File: src/rtl/sseg_rx_x4.sv
// Recovers four BCD digits from a multiplexed common-anode 7-segment bus.
// Define SSEG_RX_HEX_EN to also accept the A-F glyphs as legal digits.
module sseg_rx_x4 #(
   parameter int SYNC_STAGES   = 2,
   parameter int STABLE_CYCLES = 2
) (
   input  logic       clk,
   input  logic       rst,
   input  logic [3:0] sseg_an,
   input  logic [6:0] sseg_ca,
   output logic [3:0] bcd0,
   output logic [3:0] bcd1,
   output logic [3:0] bcd2,
   output logic [3:0] bcd3,
   output logic [3:0] digit_valid,
   output logic       frame_done,
   output logic       seg_err,
   output logic       an_err
);

   typedef enum logic {IDLE, COLLECT} state_t;

   localparam logic [7:0] STABLE = 8'(STABLE_CYCLES);

   logic [SYNC_STAGES-1:0][10:0] sync_q;
   logic [10:0]      prev_q;
   logic [7:0]       cnt_q, cnt_d;
   state_t           state_q, state_d;
   logic [3:0]       mask_q, mask_d;
   logic [3:0][3:0]  bcd_q, bcd_d;
   logic [3:0]       valid_q, valid_d;
   logic             frame_q, frame_d;
   logic             seg_err_q, seg_err_d;
   logic             an_err_q, an_err_d;

   logic [10:0] s;
   logic [3:0]  s_an, an_low, base_mask, next_mask;
   logic [6:0]  s_ca;
   logic        changed, commit, one_low;
   logic [1:0]  slot;
   logic [4:0]  dec;

   function automatic logic [4:0] decode(input logic [6:0] ca);
      logic [4:0] r;
      case (ca)
         7'b1000000: r = {1'b1, 4'h0};
         7'b1111001: r = {1'b1, 4'h1};
         7'b0100100: r = {1'b1, 4'h2};
         7'b0110000: r = {1'b1, 4'h3};
         7'b0011001: r = {1'b1, 4'h4};
         7'b0010010: r = {1'b1, 4'h5};
         7'b0000010: r = {1'b1, 4'h6};
         7'b1111000: r = {1'b1, 4'h7};
         7'b0000000: r = {1'b1, 4'h8};
         7'b0010000: r = {1'b1, 4'h9};
`ifdef SSEG_RX_HEX_EN
         7'b0001000: r = {1'b1, 4'hA};
         7'b0000011: r = {1'b1, 4'hB};
         7'b1000110: r = {1'b1, 4'hC};
         7'b0100001: r = {1'b1, 4'hD};
         7'b0000110: r = {1'b1, 4'hE};
         7'b0001110: r = {1'b1, 4'hF};
`endif
         default:    r = 5'b0;
      endcase
      return r;
   endfunction

   assign s      = sync_q[SYNC_STAGES-1];
   assign s_an   = s[10:7];
   assign s_ca   = s[6:0];
   assign an_low = ~s_an;
   assign one_low = (an_low != 4'b0) && ((an_low & (an_low - 4'd1)) == 4'b0);
   assign dec    = decode(s_ca);

   always_comb begin
      slot = 2'd0;
      case (s_an)
         4'b1101: slot = 2'd1;
         4'b1011: slot = 2'd2;
         4'b0111: slot = 2'd3;
         default: slot = 2'd0;
      endcase
   end

   // Saturating run-length counter; a commit fires only on the cycle the run reaches STABLE.
   always_comb begin
      changed = (s != prev_q);
      if (changed)
         cnt_d = 8'd1;
      else if (cnt_q == STABLE)
         cnt_d = cnt_q;
      else
         cnt_d = cnt_q + 8'd1;
      commit = (cnt_d == STABLE) && (changed || (cnt_q != STABLE));
   end

   always_comb begin
      state_d   = state_q;
      mask_d    = mask_q;
      bcd_d     = bcd_q;
      valid_d   = valid_q;
      frame_d   = 1'b0;
      seg_err_d = 1'b0;
      an_err_d  = 1'b0;
      base_mask = (state_q == IDLE) ? 4'b0 : mask_q;
      next_mask = base_mask | an_low;
      if (commit && (s_an != 4'b1111)) begin
         if (one_low) begin
            if (dec[4]) begin
               bcd_d[slot]   = dec[3:0];
               valid_d[slot] = 1'b1;
            end else begin
               seg_err_d     = 1'b1;
               valid_d[slot] = 1'b0;
            end
            if (next_mask == 4'b1111) begin
               frame_d = 1'b1;
               mask_d  = 4'b0;
               state_d = IDLE;
            end else begin
               mask_d  = next_mask;
               state_d = COLLECT;
            end
         end else begin
            an_err_d = 1'b1;
         end
      end
   end

   // The synchronizer resets to the idle (all-dark) bus so release from reset looks like a blank period.
   always_ff @(posedge clk or posedge rst) begin
      if (rst) begin
         sync_q    <= '1;
         prev_q    <= '1;
         cnt_q     <= 8'd0;
         state_q   <= IDLE;
         mask_q    <= 4'b0;
         bcd_q     <= '0;
         valid_q   <= 4'b0;
         frame_q   <= 1'b0;
         seg_err_q <= 1'b0;
         an_err_q  <= 1'b0;
      end else begin
         sync_q    <= {sync_q[SYNC_STAGES-2:0], {sseg_an, sseg_ca}};
         prev_q    <= s;
         cnt_q     <= cnt_d;
         state_q   <= state_d;
         mask_q    <= mask_d;
         bcd_q     <= bcd_d;
         valid_q   <= valid_d;
         frame_q   <= frame_d;
         seg_err_q <= seg_err_d;
         an_err_q  <= an_err_d;
      end
   end

   assign bcd0        = bcd_q[0];
   assign bcd1        = bcd_q[1];
   assign bcd2        = bcd_q[2];
   assign bcd3        = bcd_q[3];
   assign digit_valid = valid_q;
   assign frame_done  = frame_q;
   assign seg_err     = seg_err_q;
   assign an_err      = an_err_q;

endmodule

File: config.mk
export PLATFORM = sky130hd
export DESIGN_NAME = sseg_rx_x4
export DESIGN_NICKNAME = d
export VERILOG_FILES = /design/src/rtl/sseg_rx_x4.sv
export SDC_FILE = /design/constraint.sdc
export NUM_CORES = 1
export LEC_CHECK = 0
export BUFFER_PORTS_ARGS = -buffer_cell sky130_fd_sc_hd__buf_2
export CAP_MARGIN = 20
export CORE_ASPECT_RATIO = 1.75
export CORE_MARGIN = 5
export CORE_UTILIZATION = 57
export CTS_CLUSTER_DIAMETER = 200
export DETAILED_ROUTE_END_ITERATION = 16
export GPL_TIMING_DRIVEN = 0
export HOLD_SLACK_MARGIN = 0.08
export PLACE_DENSITY_LB_ADDON = 0.12
export SLEW_MARGIN = 20
export SYNTH_ARGS = -nofsm -noshare
export SYNTH_HDL_FRONTEND = slang
export SYNTH_SLANG_ARGS = --single-unit
File: constraint.sdc
create_clock -name clk -period 3.1 [get_ports clk]
set_clock_uncertainty 0.15 [all_clocks]
set_input_delay 0.62 -clock clk [delete_from_list [all_inputs] [get_ports clk]]
set_output_delay 0.62 -clock clk [all_outputs]
set_load 0.03 [all_outputs]
==> results.yml <==
synth:
  yosys_warnings: 0
  synth_top_area_share_pct: 30.6
  synth_nets: 249
  syn_inst: 234
  synth.area.top_cells: "dfrtp_1 (31%), dfstp_2 (29%), xor2_1 (5.1%), mux2_2 (3.4%), mux2_4 (3.1%)"
  ys.flop_type: "dfrtp_1"
  synth_seq_cells: 69
  postSynth.asyncResetShare_pct: 100
  synth_largest_area_cell: "dfrtp_1"
  synth_edf_count: 0
  synth_area_mm2: 0.00294
  yosysSeqAreaShare_pct: 60.1
  ys_types: 49
  syn_area_per_cell_um2: 12.6
finish:
  post-route-util_pct: 69.8
  drive_above_1_share_pct: 44.0
  nets: 303
  seq_area_mm2: 0.00177
  final_area_mm2: 0.00347
  multi_input_area_mm2: 0.00107
  area_growth_pct: 18.1
  n_antenna_cell: 0
  fill_cells: 370
timing:
  fin_crit_sh_pct: 97.1
  drv_slew: 0
  worst-slew-pin-transition_ns: 0.645
  final_hold_viol_count: 0
  layout_min_cycle_time_ns: 3.01
  setup-tns-final_ns: 0
  setup_viol: 0
  max_slew_margin_pct: 56.6
  fmax_mhz: 332
  postLayoutSetupSlackWorst_ns: 0.0892
pwr:
  ir_worst_vdd_uv: 564
  total_power_uw: 1690
  power.share.sequential_pct: 56.7
  internal-power_uw: 1280
  power_density_mw_per_mm2: 485
  power_switching_uw: 403
  p_sw_share_pct: 23.9
  total_leakage_power_uw: 0.00163
  p_comb_share_pct: 5.1
  clkPwrFrac_pct: 38.2
drt:
  drt-pass1-iter-count: 4
  ant_nets: 0
  drcViolationCount: 0
  via_per_inst: 5.60
  drt-total-wl_um: 5570
  wire_per_inst_um: 16.1
  drt_iter0_markers: 115
  num_vias: 1942
setup_path:
  cp.required_ns: 3.18
  crit_path_end_kind: "flip-flop"
  cp_max_fo: 9
  startpoint_type: "flip-flop"
  critPathArrivalTime_ns: 3.09
  crit_type: "reg2reg"
die:
  dieArea_mm2: 0.00675
  initial_core_util_pct: 59.1
  pin_count: 36
  die_h_um: 105
  core_mm2: 0.00498
  die_width_um: 64.3
  rows: 34
placed_design:
  routabilityCongestion: 0.776
  place_area_mm2: 0.00321
  io_buffers: 35
  hpwl_um: 3950
  place_ws_ns: -0.195
clocking:
  clk_pin_slew_worst_paths_ns: 0.08
  clockRootBuffer: "clkbuf_8"
  htree_levels: 3
  cts_tree: "built"
  cts_buffers: 9
  insertion_delay_ns: 0.35
  cts.path.max_buffers: 2
  cts.sinks: 69
grt:
  antenna_found_initial: 0
  grt_max_degree: 51
  grt_pass1_vias: 2009
  grt-ovfl-total: 0
  grt_pass1_wl_um: 9500
  grt_usage_pct: 18.2
min_path:
  worstHoldPathType: "reg2reg"
flow_run:
  maxCapViolCount: 0
status:
  status: "complete, no violations"
==> Yosys cell counts, types with 2 or more instances <==
| library cell | n |
|---|---|
| a21oi_1 | 4 |
| a22o_1 | 2 |
| a311oi_1 | 2 |
| a31oi_1 | 3 |
| and3_1 | 2 |
| and3b_1 | 2 |
| buf_2 | 5 |
| buf_6 | 4 |
| clkbuf_1 | 4 |
| dfrtp_1 | 36 |
| dfstp_2 | 33 |
| ha_1 | 2 |
| inv_1 | 10 |
| mux2_2 | 9 |
| mux2_4 | 6 |
| nand2_1 | 3 |
| nand2b_1 | 3 |
| nand3_1 | 9 |
| nand4_1 | 3 |
| nand4b_1 | 2 |
| nor2_1 | 22 |
| nor2b_1 | 2 |
| nor3_1 | 3 |
| nor3_2 | 2 |
| nor3b_1 | 3 |
| nor4_1 | 5 |
| o211ai_1 | 2 |
| o21ai_0 | 3 |
| o2bb2ai_1 | 6 |
| or2_2 | 2 |
| or3_1 | 4 |
| xnor2_1 | 3 |
| xor2_1 | 17 |
==> worst max-delay path: stages (launching register included) <==
cell	delay, ns
dfstp_2	0.53
buf_2	0.20
xor2_1	0.11
nor4_2	0.31
nand3_1	0.21
or4b_2	0.70
nor3_2	0.32
mux2_2	0.37
==> cells in the final DEF, fill, tap and decap left out, types with 6 or more instances in the layout <==
master	n
clkbuf_8	10
xor2_1	16
dfrtp_1	34
o2bb2ai_1	6
nand3_1	9
buf_2	40
mux2_2	9
inv_1	9
buf_4	8
mux2_4	6
nor2_1	22
dfstp_2	33
==> kinds of logic after synthesis <==
logic type,Yosys count,synth area share [%]
compound gates,32,8.13
xor+xnor,20,5.96
fa+ha+maj,2,0.851
buf+inv,24,4.43
flops,69,60.1
mux,15,6.51
simple gates,72,14.0
==> metal layers <==
layer  routed length [um]  share of wire, %  global-route usage [%]
met1                 2150                39                    21.2
met2                 3070                55                    30.6
met3                  239               4.3                    5.26
met4                  116               2.1                    7.42
met5                    0                 0                       0
==> power groups by stage <==
stage	logic (uW)	clock network, uW	registers [uW]
5_1_grt	96.5	706	959
3_3_place_gp	78.4	0	968
4_1_cts	85.5	660	956
3_5_place_dp	85.8	0	970
6_report	85.7	644	956
2_1_floorplan	58.1	0	966
==> flip-flops by register name, summed over array words and instances (netlist names), 8 cells and up, named ones only <==
register / cells
sync_q: 11
prev_q: 11
cnt_q: 8
s: 11
==> metrics by stage <==
step                std cells  hold slack [ns]
floorplan                 234            0.195
global placement          323            0.195
detailed placement        324            0.198
CTS                       342            0.202
global route              347            0.197
finish                    347            0.200
==> path summary, 6_finish.rpt <==
path | startpoint | endpoint | slack [ns] | depth (start not counted)
worst max register to register | s[8]$_DFF_PP1_ | bcd1[3]$_DFFE_PP0P_ | 0.09 | 7
worst min-delay path | sync_q[6]$_DFF_PP1_ | s[6]$_DFF_PP1_ | 0.20 | 0
min in group asynchronous | rst | cnt_q[5]$_DFF_PP0_ | 0.63 | 3
worst min register to register | sync_q[6]$_DFF_PP1_ | s[6]$_DFF_PP1_ | 0.20 | 0
max in group asynchronous | rst | s[4]$_DFF_PP1_ | 1.60 | 4
worst max-delay path | s[8]$_DFF_PP1_ | bcd1[3]$_DFFE_PP0P_ | 0.09 | 7
==> final cells by class <==
cell class / count / share of cell area (%)
Buffer: 13 / 2.56
Clock buffer: 10 / 3.96
Clock inverter: 6 / 1.05
Inverter: 10 / 1.15
Multi-Input combinational cell: 141 / 30.7
Sequential cell: 69 / 51.0
Tap cell: 54 / 1.95
Timing Repair Buffer: 44 / 7.64
==> what timing repair did <==
action                     CTS  global route
gates resized for setup      1             5
cloned                       0             0
setup buffers                2             5
hold endpoints to repair    14             0
setup endpoints to repair   16            17
pin swaps                    1             2
hold buffers                 1             0
Power figures use the tool's default switching activity.
